--- src/rtl/imem_pkg.sv ---
// Shared types and constants for the instruction-memory boot controller.
package imem_pkg;

    // Controller phases: wait for word count, stream words, settle, let the CPU run.
    typedef enum logic [1:0] {
        ST_HDR   = 2'd0,
        ST_LOAD  = 2'd1,
        ST_FLUSH = 2'd2,
        ST_RUN   = 2'd3
    } boot_state_t;

    // Instruction memory depth in 32-bit words when not overridden.
    localparam int DEFAULT_MEM_SIZE = 256;

    // Instruction handed to the CPU whenever a real fetch is not allowed.
    localparam logic [31:0] NOP_INSTR = 32'h0000_0000;

endpackage : imem_pkg

--- src/rtl/word_packer.sv ---
// Collects four loader bytes into one little-endian 32-bit word.
// The fourth byte is forwarded combinationally so the word is complete
// on the same edge that accepts it.
module word_packer (
    input  logic        clk,
    input  logic        reset,
    input  logic        clear_i,
    input  logic        valid_i,
    input  logic [7:0]  byte_i,
    output logic [31:0] word_o,
    output logic        word_done_o
);

    logic [1:0]      idx_q;
    logic [2:0][7:0] lane_q;

    // Byte position within the current word; wraps after the fourth byte.
    always_ff @(posedge clk) begin
        if (reset || clear_i) begin
            idx_q <= 2'd0;
        end else if (valid_i) begin
            idx_q <= idx_q + 2'd1;
        end
    end

    // One holding register per lower byte lane, loaded when its slot arrives.
    generate
        for (genvar gi = 0; gi < 3; gi++) begin : g_lane
            always_ff @(posedge clk) begin
                if (reset || clear_i) begin
                    lane_q[gi] <= 8'h00;
                end else if (valid_i && (idx_q == 2'(gi))) begin
                    lane_q[gi] <= byte_i;
                end
            end
        end
    endgenerate

    // Top byte comes straight from the input on the completing transfer.
    always_comb begin
        word_o      = {byte_i, lane_q[2], lane_q[1], lane_q[0]};
        word_done_o = valid_i && (idx_q == 2'd3);
    end

endmodule : word_packer

--- src/rtl/imem_boot_ctrl.sv ---
// Boot controller: receives a byte-stream program (count byte followed by
// little-endian words), writes it into external instruction memory, then
// releases the CPU and gates instruction fetches by PC validity.
module imem_boot_ctrl
    import imem_pkg::*;
#(
    parameter int MEM_SIZE = DEFAULT_MEM_SIZE,
    parameter int ADDR_W   = $clog2(MEM_SIZE)
) (
    input  logic              clk,
    input  logic              reset,
    input  logic              rx_valid,
    input  logic [7:0]        rx_data,
    output logic              rx_ready,
    input  logic              load_req,
    input  logic [31:0]       PC,
    input  logic [31:0]       mem_rdata,
    output logic [ADDR_W-1:0] mem_raddr,
    output logic              mem_we,
    output logic [ADDR_W-1:0] mem_waddr,
    output logic [31:0]       mem_wdata,
    output logic [31:0]       instruction,
    output logic              cpu_run,
    output logic              fetch_err,
    output logic [ADDR_W:0]   loaded_words
);

    boot_state_t       state_q, state_d;
    logic [ADDR_W:0]   count_q, count_d;     // words expected in this load
    logic [ADDR_W:0]   widx_q, widx_d;       // index of word being assembled
    logic [ADDR_W:0]   loaded_q, loaded_d;
    logic              we_q, we_d;
    logic [ADDR_W-1:0] waddr_q, waddr_d;
    logic [31:0]       wdata_q, wdata_d;

    logic              pk_clear;
    logic              pk_valid;
    logic [31:0]       pk_word;
    logic              pk_done;
    logic [ADDR_W:0]   n_clip;

    word_packer u_packer (
        .clk         (clk),
        .reset       (reset),
        .clear_i     (pk_clear),
        .valid_i     (pk_valid),
        .byte_i      (rx_data),
        .word_o      (pk_word),
        .word_done_o (pk_done)
    );

    // State and write-port registers; reset drops any partial word and pending write.
    always_ff @(posedge clk) begin
        if (reset) begin
            state_q  <= ST_HDR;
            count_q  <= '0;
            widx_q   <= '0;
            loaded_q <= '0;
            we_q     <= 1'b0;
            waddr_q  <= '0;
            wdata_q  <= '0;
        end else begin
            state_q  <= state_d;
            count_q  <= count_d;
            widx_q   <= widx_d;
            loaded_q <= loaded_d;
            we_q     <= we_d;
            waddr_q  <= waddr_d;
            wdata_q  <= wdata_d;
        end
    end

    // Next-state logic: header capture, word sequencing, flush and run/reload.
    always_comb begin
        state_d  = state_q;
        count_d  = count_q;
        widx_d   = widx_q;
        loaded_d = loaded_q;
        we_d     = 1'b0;
        waddr_d  = waddr_q;
        wdata_d  = wdata_q;
        rx_ready = 1'b0;
        pk_valid = 1'b0;
        pk_clear = 1'b0;

        // A count larger than the memory can only be partly honoured.
        if ({24'd0, rx_data} > 32'(MEM_SIZE)) begin
            n_clip = (ADDR_W+1)'(MEM_SIZE);
        end else begin
            n_clip = (ADDR_W+1)'(rx_data);
        end

        case (state_q)
            ST_HDR: begin
                rx_ready = 1'b1;
                pk_clear = 1'b1;
                if (rx_valid) begin
                    count_d = n_clip;
                    widx_d  = '0;
                    if (n_clip == '0) begin
                        state_d  = ST_RUN;
                        loaded_d = '0;
                    end else begin
                        state_d = ST_LOAD;
                    end
                end
            end
            ST_LOAD: begin
                rx_ready = 1'b1;
                pk_valid = rx_valid;
                if (pk_done) begin
                    we_d    = 1'b1;
                    waddr_d = widx_q[ADDR_W-1:0];
                    wdata_d = pk_word;
                    widx_d  = widx_q + (ADDR_W+1)'(1);
                    if (widx_q == count_q - (ADDR_W+1)'(1)) begin
                        state_d = ST_FLUSH;
                    end
                end
            end
            ST_FLUSH: begin
                state_d  = ST_RUN;
                loaded_d = count_q;
            end
            ST_RUN: begin
                if (load_req) begin
                    state_d = ST_HDR;
                end
            end
            default: begin
                state_d = ST_HDR;
            end
        endcase
    end

    // Fetch path: word address from PC, NOP substituted unless the fetch is legal.
    always_comb begin
        cpu_run      = (state_q == ST_RUN);
        mem_raddr    = PC[ADDR_W+1:2];
        fetch_err    = cpu_run && ((PC[1:0] != 2'b00) || ((PC >> (ADDR_W + 2)) != 32'd0));
        instruction  = (cpu_run && !fetch_err) ? mem_rdata : NOP_INSTR;
        mem_we       = we_q;
        mem_waddr    = waddr_q;
        mem_wdata    = wdata_q;
        loaded_words = loaded_q;
    end

endmodule : imem_boot_ctrl

--- config.mk ---
export PLATFORM = sky130hd
export DESIGN_NAME = imem_boot_ctrl
export DESIGN_NICKNAME = d
export VERILOG_FILES = /design/src/rtl/imem_pkg.sv /design/src/rtl/word_packer.sv /design/src/rtl/imem_boot_ctrl.sv
export SDC_FILE = /design/constraint.sdc
export NUM_CORES = 1
export LEC_CHECK = 0
export CAP_MARGIN = 0
export CORE_MARGIN = 3
export CORE_UTILIZATION = 31
export CTS_BUF_LIST = sky130_fd_sc_hd__clkbuf_16
export CTS_CLUSTER_DIAMETER = 150
export CTS_CLUSTER_SIZE = 25
export DETAILED_ROUTE_END_ITERATION = 16
export PLACE_DENSITY = 0.64
export SLEW_MARGIN = 15
export SYNTH_ARGS = -nofsm -noshare
export SYNTH_HDL_FRONTEND = slang
export SYNTH_SLANG_ARGS = --single-unit
--- constraint.sdc ---
create_clock -name clk -period 2.05 [get_ports clk]
set_input_delay 0.205 -clock clk [delete_from_list [all_inputs] [get_ports clk]]
set_output_delay 0.205 -clock clk [all_outputs]
set_load 0.1 [all_outputs]
==> impl_results.md, run 1 <==
* Post-synthesis async set-or-reset flop share at 0
* End of the critical path: state_q[0]$_SDFFE_PP0P_
* Setup crit start kind: flip-flop
* Initial antenna violation count at 0
* Detailed placement HPWL at 9.84 mm
* Vias per std cell at 4.89
* Inserted Clock Buffers at 9
* Reg2reg end: state_q[0]$_SDFFE_PP0P_
* Initial Util at 0.325
* Worst Setup Slack, final at -0.0202 ns
* Static leakage at 2.81 nW
* RSZ-0062 raised after global routing: yes
* Final ANT Viol Nets at 0
* Total track usage at 0.177
* Slew Viols, Final at 0
* Layout area overhead at 61.5%
* First-pass iteration count of the detailed router at 5
* Worst reg2reg path startpoint: count_q[0]$_SDFFE_PP0P_
* Total wire length at 13.5 mm
* Core Rows at 41
* Vias at 4179
* DRT iter0 DRCs at 140
* Status: finished, violations left
* WL/cell at 15.8 µm
* CTS tree: yes
* Mapped Cells at 523
* Count leader, synth: nand2_1
* Kind of critical path: flip-flop to flip-flop
* Total gr overflow at 0
* CP Data Arrival Time at 2.33 ns
* Ys Warns at 0
* Largest family of logic cells by synthesized area: simple AND/OR/NAND/NOR gates
* First-pass GRT wire length at 20.9 mm
* Skew final at 0.00684 ns
* Max Cap Viol at 0
* Top cells by area, synth: dfxtp_1 45%, nand2_1 11%, a21oi_1 7.2%
* Setup_tns at -0.0202 ns
* Synth cell count leaders: 118 x nand2_1, 94 x dfxtp_1, 61 x a21oi_1
* Layout cell share with drive strength beyond 1 at 0.291
* EDFF count, synth at 0
* Adder-cell share of the synthesized area at 0.0297
* Worst Setup SP: count_q[0]$_SDFFE_PP0P_
* CP required at 2.31 ns
* Mean Syn Cell Area at 8.06 µm²
* Root buf cell: clkbuf_16
* Clock slew at reported path FFs at 0.07 ns
* Ys flop type: dfxtp_1
* Setup-failing EPs final at 1
* Pwr/cell area at 738 mW/mm²
* Worst skew pair latency at 0.35 ns
* Fin. Hold Viols at 0
* Slew @ Worst Pin at 0.526 ns
* Synth Net Count at 609
* Cells after DPL at 829
* # IOs at 169
* CTS H-tree depth at 3
* Die area at 0.0150 mm²
* N_diodes at 0
* Worst Path Max Fanout at 5
* Peak VDD IR at 0.921 mV
* Reg2reg setup slack at -0.02 ns
* Post-route insts no fill at 855
* Synth unique cells at 43
* Clk sink count at 94
* Hold Path Class: primary input to flip-flop
* Largest net degree at the start of global routing at 42
* Synth Area in Compound Gates at 0.103
* Routability cong. at 0.805
* Yosys top cell by area: dfxtp_1
* Tmin final at 2.07 ns
* Yosys top cell area share at 0.446
* Mapped cell area at 0.00422 mm²
* Post-synthesis sequential area ratio at 0.446
* Fmax at 0.483 GHz
* PortBufs at 151
* Total core area at 0.0130 mm²
* Final hold slack at 0.296 ns
* DRC at 0
* Die Wd at 123 µm
* Vias in the first global route at 4124
* FF-to-FF path depth at 8
* CTS Buffer Depth at 2
* Final period util at 1.01
* Vert. Die Dim at 123 µm
* Multiplexer share of the synthesized area at 0.0647
* XOR/XNOR Fraction of Synth Area at 0.0291
* FF+latch count, synth at 94
* Final nets at 764
* CP endpoint kind: flip-flop
* Failing checks: negative setup slack
* Slew headroom at 0.649
* Post-synthesis simple-gate area fraction at 0.265
-- cells by family after synthesis --
| group | Yosys count |
|---|---|
| fa+ha+maj | 10 |
| compound gates | 78 |
| buf+inv | 57 |
| other cells | 1 |
| simple gates | 242 |
| xor+xnor | 14 |
| mux | 27 |
| flops | 94 |
-- worst max-delay path, stage by stage, from the launching register on --
cell and delay (ns):
dfxtp_2 0.32, inv_2 0.06, ha_4 0.15, nor3b_4 0.19
nand2_1 0.08, or4_1 0.42, o311a_1 0.15, or3_4 0.36
a221oi_2 0.25
-- per-stage QoR --
step                      instance area, µm²  utilization  setup slack (ns)  total power [mW]
after floorplan                         4280            -            0.0141              2.81
after global placement                  6240        0.481           -0.0316              3.17
after detailed placement                6240        0.481            -0.116              3.20
after CTS                               6720        0.518           -0.0119              4.98
after global routing                    6810        0.524            -0.116              5.23
final                                   6810        0.524           -0.0202              5.02
-- registers in the layout (all words and copies together) (netlist names) --
signal           flops
mem_wdata           32
count_q              8
u_packer.idx_q       2
u_packer.word_o     24
widx_q               9
mem_waddr            8
mem_we               1
state_q              2
loaded_words         8
-- worst min-delay path by stage --
| stage | start | to | slack (ns) | cells after the start |
|---|---|---|---|---|
| global placement | PC[5] | mem_raddr[3] | 0.41 | 0 |
| floorplan | rx_data[2] | count_q[2]$_SDFFE_PP0P_ | 0.34 | 2 |
| detailed placement | PC[5] | mem_raddr[3] | 0.41 | 0 |
| CTS | reset | widx_q[0]$_SDFFE_PP0P_ | 0.28 | 2 |
| global route | reset | widx_q[0]$_SDFFE_PP0P_ | 0.33 | 2 |
| finish | reset | widx_q[0]$_SDFFE_PP0P_ | 0.30 | 2 |
-- routing by layer --
| layer | track usage | vias to the layer above | wire, µm |
|---|---|---|---|
| met1 | 0.198 | 1934 | 5330 |
| li1 | - | 2058 | - |
| met4 | 0.0560 | 0 | 231 |
| met3 | 0.0590 | 21 | 1260 |
| met5 | 0 | - | 0 |
| met2 | 0.315 | 166 | 6710 |
-- cell type report --
cell class                 instances  area (µm²)
fill                            1160        6170
inverter                          11        41.3
timing repair buffer             190        2060
multi-input combinational        372        2290
sequential                        94        1890
clock buffer                       9         225
clock inverter                     7        81.3
tap                              172         215
-- repair_timing --
item / 4_1_cts / 5_1_grt
resized for setup: 36 / 25
endpoints found under the setup margin: 34 / 39
gates cloned: 1 / 0
hold buffers: 0 / 0
setup buffers: 8 / 2
pin swaps: 2 / 11
-- cell usage in the layout (no fill, tap or decap), drive strengths merged, types with 8 or more instances in the layout --
cell type	Yosys	routed
xnor2	9	9
clkbuf	33	9
nand2	118	118
ha	10	10
dlygate4sd2	0	20
clkdlybuf4s50	0	44
a21oi	61	61
and3	34	34
nand3	15	15
nor2	40	40
buf	13	124
nor4	8	8
inv	11	13
dfxtp	94	94
mux2i	25	25
-- power breakdown --
| part | switching (mW) | internal (mW) | leakage, nW |
|---|---|---|---|
| registers | 0.0719 | 1.88 | 0.760 |
| logic | 0.755 | 0.575 | 1.89 |
| clock network | 0.683 | 1.05 | 0.159 |
(Power assumes the default switching activity.)
==> run 2, diff against run 1 <==
--- a/config.mk
+++ b/config.mk
@@ -13,6 +13,7 @@
 export CTS_CLUSTER_SIZE = 25
 export DETAILED_ROUTE_END_ITERATION = 16
 export PLACE_DENSITY = 0.64
+export SETUP_SLACK_MARGIN = 0.5
 export SLEW_MARGIN = 15
 export SYNTH_ARGS = -nofsm -noshare
 export SYNTH_HDL_FRONTEND = slang
==> run 2 against run 1 <==
Against the previous run: the run still ends with negative setup slack left; count of clock-buffer cells in the layout increased by 1; global-route usage increased by 0.44 points; register-to-register slack improved by 0.02 ns; largest cell class unchanged; largest power group unchanged.
==> impl_results.md, run 2 (synthesis gave the netlist of run 1 again) <==
* Dpl ws at -0.163 ns
* Core Rows at 41
* Failing checks: negative setup slack
* Hold Path Class: primary input to flip-flop
* Cells after DPL at 828
* Vias per std cell at 4.89
* Pwr Total at 5.13 mW
* Pwr/cell area at 707 mW/mm²
* Layout cell share with drive strength beyond 1 at 0.362
* Top sig layer: met4
* Fill cells at 1143
* Max Cap Viol at 0
* # IOs at 169
* Worst Setup SP: count_q[0]$_SDFFE_PP0P_
* CP max stage delay at 0.41 ns
* Die Wd at 123 µm
* CTS Buffer Depth at 2
* Initial antenna violation count at 0
* Setup-failing EPs final at 1
* Die area at 0.0150 mm²
* Root buf cell: clkbuf_16
* Final ANT Viol Nets at 0
* Max FFs per register at 32
* Worst skew pair latency at 0.34 ns
* End of the critical path: state_q[0]$_SDFFE_PP0P_
* Peak VDD IR at 1.07 mV
* Fmax at 0.487 GHz
* Kind of critical path: flip-flop to flip-flop
* Slowest CP cell: or4_1
* Inserted Clock Buffers at 9
* Static leakage at 2.87 nW
* # hold bufs at CTS at 0
* CP endpoint kind: flip-flop
* Final hold slack at 0.318 ns
* Reg2reg setup slack at -0.003 ns
* Detailed placement HPWL at 9.98 mm
* PortBufs at 151
* Clock slew at reported path FFs at 0.07 ns
* Fin. Hold Viols at 0
* Total core area at 0.0130 mm²
* Total gr overflow at 0
* Clk sink count at 94
* DRT iter0 DRCs at 144
* First-pass GRT wire length at 21.3 mm
* Routability cong. at 0.837
* WL/cell at 16.2 µm
* DRC at 0
* CP required at 2.30 ns
* Layout area overhead at 72.0%
* Slew Viols, Final at 0
* Setup_tns at -0.00285 ns
* Vert. Die Dim at 123 µm
* Total track usage at 0.181
* Most frequent cells in the layout: 116 x nand2_1, 89 x dfxtp_1, 79 x buf_4
* Worst Path Max Fanout at 5
* Skew final at 0.00882 ns
* Vias in the first global route at 4178
* CTS H-tree depth at 3
* Worst Setup Slack, final at -0.00285 ns
* Final period util at 1.00
* Commonest non-fill, non-tap cell in the layout: nand2_1
* FF-to-FF path depth at 8
* CP Cell Sequence: inv_4, ha_4, nor3b_4, nand2_1, or4_1, o311a_1, or3_4, a221oi_2
* N_diodes at 0
* WL met2 at 7.28 mm
* Initial Util at 0.325
* CTS tree: yes
* Status: finished, violations left
* Total wire length at 14.1 mm
* Largest net degree at the start of global routing at 42
* Routed length on met1 at 5.56 mm
* Metal3 WL at 980 µm
* CP Data Arrival Time at 2.31 ns
* First-pass iteration count of the detailed router at 4
* Vias at 4236
* RSZ-0062 raised after global routing: yes
* Post-route insts no fill at 866
* Setup crit start kind: flip-flop
* Reg2reg end: state_q[0]$_SDFFE_PP0P_
* Tmin final at 2.05 ns
* Final nets at 775
* Worst reg2reg path startpoint: count_q[0]$_SDFFE_PP0P_
[run 2: layer usage]
layer,GRT usage,vias up
met5,0,-
met4,0.0490,0
met3,0.0479,22
met2,0.327,156
met1,0.211,1975
li1,-,2083
[run 2: through the flow]
| step | cell area [µm²] | util |
|---|---|---|
| global placement | 6440 | 0.496 |
| CTS | 7000 | 0.539 |
| global route | 7250 | 0.559 |
| detailed placement | 6440 | 0.496 |
| finish | 7250 | 0.559 |
| floorplan | 4560 | - |
[run 2: how the worst min path moves through the flow]
| stage | from | end | slack [ns] | cells past startpoint |
|---|---|---|---|---|
| 2_1_floorplan | rx_data[2] | count_q[2]$_SDFFE_PP0P_ | 0.34 | 2 |
| 3_3_place_gp | PC[7] | mem_raddr[5] | 0.41 | 0 |
| 3_5_place_dp | PC[7] | mem_raddr[5] | 0.41 | 0 |
| 4_1_cts | reset | count_q[0]$_SDFFE_PP0P_ | 0.30 | 2 |
| 5_1_grt | reset | loaded_words[2]$_SDFFE_PP0P_ | 0.35 | 2 |
| 6_report | reset | count_q[1]$_SDFFE_PP0P_ | 0.32 | 2 |
[run 2: power breakdown]
group	switching, mW	total (mW)	leakage, nW	internal, mW
combinational	0.830	1.53	1.97	0.701
sequential	0.0928	1.98	0.761	1.89
clock	0.717	1.62	0.142	0.900
[run 2: area by class of cell]
cell class / count / area [µm²] / area share
tap: 172 / 215 / 0.0297
timing repair buffer: 201 / 2270 / 0.313
sequential: 94 / 1890 / 0.261
multi-input combinational: 372 / 2530 / 0.350
inverter: 11 / 46.3 / 0.00638
clock buffer: 10 / 250 / 0.0345
clock inverter: 6 / 45.0 / 0.00621
[run 2: critical path, delay by kind of cell, from the launching register on]
kind                       cells  cell delay (ns)
adders and majority gates      1             0.15
buffers and inverters          1             0.06
AOI/OAI and AO/OA              2             0.39
and+or+nand+nor                4             1.04
DFF                            1             0.33
[run 2: repair_timing]
item / in CTS / in global routing
gates cloned: 4 / 0
pin swaps: 12 / 24
setup endpoints to repair: 102 / 128
gates resized for setup: 97 / 45
buffers inserted: 10 / 8
==> run 3, diff against run 2 <==
==> constraint.sdc (replaced) <==
create_clock -name clk -period 2.05 [get_ports clk]
set_input_delay 0.5125 -clock clk [delete_from_list [all_inputs] [get_ports clk]]
set_output_delay 0.5125 -clock clk [all_outputs]
set_load 0.1 [all_outputs]
==> run 3 against run 2 <==
Against the previous run: the run still ends with negative setup slack left; critical path depth up 1; sequential cell count stayed put; via count up 1.9%; count of clock-buffer cells in the layout decreased by 1; worst hold slack better by 0.13 ns; global-route usage hardly changed; register-to-register slack hardly changed; worst setup slack got worse by 0.45 ns; sequential share of layout area shrank 1.7 points; die area stayed put; non-clock buffer count is 16 higher.
==> impl_results.md, run 3 (synthesis gave the netlist of run 1 again) <==
* Layout cell share with drive strength beyond 1 at 0.398
* Hold Path Class: flip-flop to flip-flop
* Final ANT Viol Nets at 0
* Peak VDD IR at 0.810 mV
* Inserted Clock Buffers at 9
* Core Rows at 41
* Pwr/cell area at 669 mW/mm²
* Setup_tns at -13.79 ns
* Failing checks: negative setup slack
* RSZ-0062 raised after global routing: yes
* Worst Path Max Fanout at 8
* Total core area at 0.0130 mm²
* Kind of critical path: primary input to primary output
* Clock slew at reported path FFs at 0.06 ns
* DRT iter0 DRCs at 159
* # IOs at 169
* DRC at 0
* First-pass GRT wire length at 21.6 mm
* Slew Viols, Final at 0
* Max Cap Viol at 0
* Commonest non-fill, non-tap cell in the layout: nand2_1
* CP required at 1.54 ns
* CTS tree: yes
* Total wire length at 13.7 mm
* PortBufs at 151
* CTS H-tree depth at 3
* Total track usage at 0.181
* Reg2reg end: state_q[0]$_SDFFE_PP0P_
* Dpl ws at -0.639 ns
* Die area at 0.0150 mm²
* Vert. Die Dim at 123 µm
* # hold bufs at CTS at 0
* Worst Setup Slack, final at -0.458 ns
* Final period util at 1.22
* Max FFs per register at 32
* Fill cells at 1055
* Setup crit start kind: primary input
* Most frequent cells in the layout: 115 x nand2_1, 91 x dfxtp_1, 66 x buf_4
* Final hold slack at 0.451 ns
* Tmin final at 2.51 ns
* Clk sink count at 94
* Static leakage at 3.06 nW
* Die Wd at 123 µm
* Fin. Hold Viols at 0
* Routability cong. at 0.849
* CP endpoint kind: primary output
* Initial Util at 0.325
* Setup-failing EPs final at 33
* Initial antenna violation count at 0
* Vias at 4317
* CTS Buffer Depth at 2
* Largest net degree at the start of global routing at 42
* Total gr overflow at 0
* Vias in the first global route at 4268
* Skew final at 0.00939 ns
* End of the critical path: instruction[16]
* Layout area overhead at 84.0%
* Fmax at 0.399 GHz
* N_diodes at 0
* Status: finished, violations left
* Pwr Total at 5.19 mW
* Vias per std cell at 4.90
* Worst Setup SP: PC[19]
* FF-to-FF path depth at 6
* CP Data Arrival Time at 2.00 ns
* Root buf cell: clkbuf_16
* Detailed placement HPWL at 9.81 mm
* First-pass iteration count of the detailed router at 4
* Final nets at 791
* Worst reg2reg path startpoint: count_q[2]$_SDFFE_PP0P_
* WL/cell at 15.6 µm
* Reg2reg setup slack at 0.01 ns
* Worst skew pair latency at 0.34 ns
## run 3: per-stage QoR
step,instance area (µm²),instances,utilization
finish,7760,881,0.598
global route,7760,881,0.598
CTS,7490,867,0.577
detailed placement,6820,837,0.526
global placement,6820,837,0.526
floorplan,4570,523,-
## run 3: routing by layer
| layer | GRT usage | part of all wire | vias to the layer above |
|---|---|---|---|
| met2 | 0.327 | 0.50 | 158 |
| met4 | 0.0462 | 0.015 | 0 |
| li1 | - | - | 2115 |
| met3 | 0.0355 | 0.071 | 17 |
| met5 | 0 | 0 | - |
| met1 | 0.220 | 0.42 | 2027 |
## run 3: worst max-delay path: stages
cell,delay (ns)
clkdlybuf4s15_1,0.18
nor4_2,0.28
nand2_1,0.13
nor2_4,0.18
buf_6,0.13
buf_12,0.10
buf_16,0.11
and3_4,0.19
buf_12,0.17
## run 3: timing repair
item                                   CTS  global route
endpoints found under the hold margin    0             0
resized for setup                      137            43
setup endpoints to repair               92            92
setup buffers                           11            14
gates cloned                             4             0
pin swaps                               27            35
## run 3: area by class of cell
type | count | area (µm²) | area share
repair buffers | 217 | 2700 | 0.349
multi-input cells | 372 | 2650 | 0.341
flip-flops and latches | 94 | 1890 | 0.244
clock buffers | 9 | 225 | 0.0290
well taps | 172 | 215 | 0.0277
inverters | 11 | 46.3 | 0.00597
clock inverters | 6 | 31.3 | 0.00403
## run 3: worst min path at each step
stage                     slack [ns]  cells past startpoint                        startpoint                          to
after floorplan                 0.43                      2   u_packer.word_o[0]$_SDFFE_PP0P_   mem_wdata[0]$_SDFFE_PP0P_
after global placement          0.44                      2  u_packer.word_o[22]$_SDFFE_PP0P_  mem_wdata[22]$_SDFFE_PP0P_
after detailed placement        0.45                      2  u_packer.word_o[21]$_SDFFE_PP0P_  mem_wdata[21]$_SDFFE_PP0P_
after CTS                       0.45                      2  u_packer.word_o[21]$_SDFFE_PP0P_  mem_wdata[21]$_SDFFE_PP0P_
after global routing            0.48                      2  u_packer.word_o[22]$_SDFFE_PP0P_  mem_wdata[22]$_SDFFE_PP0P_
final                           0.45                      2  u_packer.word_o[21]$_SDFFE_PP0P_  mem_wdata[21]$_SDFFE_PP0P_
## run 3: power by group
group	switching (mW)	internal [mW]
clock network	0.677	0.803
registers	0.0892	1.89
logic	0.876	0.851
total	1.64	3.54
==> patch (flow settings as in run 2) <==
Re-encode `boot_state_t` (4 states) as one-hot, 4 bits wide.
--- a/src/rtl/imem_pkg.sv
+++ b/src/rtl/imem_pkg.sv
@@ -2,11 +2,11 @@
 package imem_pkg;
 
     // Controller phases: wait for word count, stream words, settle, let the CPU run.
-    typedef enum logic [1:0] {
-        ST_HDR   = 2'd0,
-        ST_LOAD  = 2'd1,
-        ST_FLUSH = 2'd2,
-        ST_RUN   = 2'd3
+    typedef enum logic [3:0] {
+        ST_HDR   = 4'b0001,
+        ST_LOAD  = 4'b0010,
+        ST_FLUSH = 4'b0100,
+        ST_RUN   = 4'b1000
     } boot_state_t;
 
     // Instruction memory depth in 32-bit words when not overridden.
Function: no difference found for any inputs over 10 cycles, from zero or initial values and one cycle with reset high; not proved beyond that.
==> patch against run 2 <==
The run still ends with negative setup slack left. Sequential cell count grew 2. Worst setup slack got worse by 33 ps. Synthesized area increased by 0.77%. Cell count increased by 3.5%. Combinational power fell by 38%. First-iteration DRC count up 50%. Clock skew hardly changed. Die area is 0.74% higher. Register-to-register slack lost 30 ps. Count of clock-buffer cells in the layout down 1. Cell area grew 6.8%. Highest routed layer unchanged. Routed wire length is 17% higher. Total power fell by 14%. Synthesized cell count rose by 2.5%.
==> patch: results (changes against run 2) <==
SYNTH-COMPOUND-AREA-SHARE=0.149  # was 0.103
DP.CELLS=842  # was 828
TOTAL_HALF_PERIMETER_WIRELENGTH_AFTER_LEGALIZATION_AND_DETAILED_PLACEMENT_MM=10.0  # was 9.98 mm
DRT-INITIAL-DRC-COUNT=216  # was 144
GP_CONGESTION=0.808  # was 0.837
AVGSYNTHCELLAREA_UM2=7.93  # was 8.06 µm²
GRT_USAGE=0.187  # was 0.181
PORTBUFFERS=151  # unchanged
CP_SLOWEST_CELL='or4b_4'  # was or4_1
P_SW_FRAC=0.288  # was 0.320
XOR_XNOR_SHARE_OF_THE_SYNTHESIZED_AREA=0.0330  # was 0.0291
VIOLATIONS='negative setup slack'  # unchanged
YOSYS.AREA_SHARE.ADDER=0.0177  # was 0.0297
AVGVIACOUNTPERCELL=5.26  # was 4.89
NUMBER_OF_GLOBAL_ROUTE_VIAS_BEFORE_REPAIR=4434  # was 4178
SYNTH.TOP_CELLS.BY_COUNT='125 x nand2_1, 96 x dfxtp_1, 80 x a21oi_1'  # was 118 x nand2_1, 94 x dfxtp_1, 61 x a21oi_1
TIMING.CLOCK.SKEW_PS=8.43  # was 8.82 ps
NUMBER_OF_CELLS_IN_THE_FINISHED_LAYOUT_APART_FROM_FILLERS=896  # was 866
CRIT_PATH_MAX_INCR_DELAY_PS=690  # was 410 ps
CRITPATHTOPFAMILY='simple AND/OR/NAND/NOR gates'  # unchanged
CRIT_FANOUT=8  # was 5
POSTLAYOUTSETUPSLACKWORST_PS=-35.8  # was -2.85 ps
SETUP_VIOL_COUNT_FINAL=33  # was 1
PRECTSSETUPSLACK_PS=-99.8  # was -163 ps
CP_DATA_ARRIVAL_TIME_PS=1880  # was 2310 ps
HOLD_VIOLATIONS=0  # unchanged
YS_SEQ_AREA_FRAC=0.452  # was 0.446
SYNTH_FP_NETS=618  # was 609
CTS_INSERTED_BUFFERS=9  # unchanged
GRT_PASS1_WL_MM=22.3  # was 21.3 mm
HP-CLASS='in2reg'  # unchanged
OUTCOME='finished with violations'  # unchanged
DRIVE_GT1_FRAC=0.404  # was 0.362
SYNTH_AREA_LEADERS='dfxtp_1 45%, nand2_1 11%, a21oi_1 9.4%'  # was dfxtp_1 45%, nand2_1 11%, a21oi_1 7.2%
IR_DROP_uV=466  # was 1070 µV
POSTROUTEWIRELENGTH_MM=16.4  # was 14.1 mm
LIBRARY_CELLS_USED_BY_SYNTHESIS=48  # was 43
P_LEAK_uW=0.00286  # was 0.00287 µW
NETS=797  # was 775
CLKLATENCYLATEPIN_PS=350
SYNTH_ASYNC_SR_FLOP_SHARE=0  # unchanged
SYNTH.MUX.AREA_FRACTION=0  # was 0.0647
## patch: cell type report
type / count / area (µm²)
Fill cell: 1111 / 5610
Timing Repair inverter: 3 / 33.8
Multi-Input combinational cell: 388 / 2750
Tap cell: 176 / 220
Inverter: 6 / 35.0
Clock buffer: 9 / 225
Sequential cell: 96 / 1950
Clock inverter: 7 / 37.5
Timing Repair Buffer: 211 / 2500
## patch: repair_timing
| action | in CTS | in global routing |
|---|---|---|
| gates cloned | 6 | 7 |
| pin swaps | 5 | 38 |
| resized for setup | 16 | 126 |
| buffers inserted | 6 | 19 |
| endpoints found under the setup margin | 129 | 131 |
## patch: worst paths after layout
path / cells past startpoint / slack (ps) / startpoint / endpoint
max: 4 / -40 / state_q[1] / instruction[16]
max reg2reg: 8 / -30 / count_q[1] / state_q[1]
min reg2reg: 2 / 450 / mem_waddr[6] / mem_waddr[6]
min: 2 / 320 / reset / loaded_words[2]
## patch: metrics by stage
stage	total power [µW]	utilization	hold WS, ps	setup TNS [ps]	area [µm²]
finish	4430	0.580	322	-919	7740
global route	4590	0.580	333	-2210	7740
CTS	4250	0.520	293	-1380	6940
detailed placement	2690	0.485	411	-996	6470
global placement	2670	0.485	411	-284	6470
floorplan	2470	-	342	0	4580
## patch: worst register-to-register path, cell delays in order (launching register included)
cell	delay, ps
dfxtp_2	340
inv_2	50
ha_4	150
nor3b_4	150
or3_1	320
a41o_1	220
a2111oi_4	400
o21ai_2	120
o221a_1	220
## patch: power by group through the flow
stage | clock network, µW | logic (µW) | registers [µW]
floorplan | 0 | 476 | 1990
global placement | 0 | 691 | 1980
detailed placement | 0 | 709 | 1980
CTS | 1550 | 764 | 1940
global route | 1640 | 1010 | 1940
finish | 1540 | 955 | 1940
## patch: kinds of logic (layout without fill, tap and decap cells)
kind of cell,count (synthesis),count (layout)
AO/OA/AOI/OAI,104,104
buffers and inverters,52,236
flip-flops,96,96
XOR/XNOR,16,16
adder cells (fa/ha/maj),6,6
AND/OR/NAND/NOR,261,261
other,1,1
## patch: layer usage
layer  routed length, µm  vias up  global-route usage
met5                   0        -                   0
met2                8450      190               0.341
met4                 583        0              0.0796
li1                    -     2191                   -
met1                6270     2287               0.216
met3                1140       45              0.0311
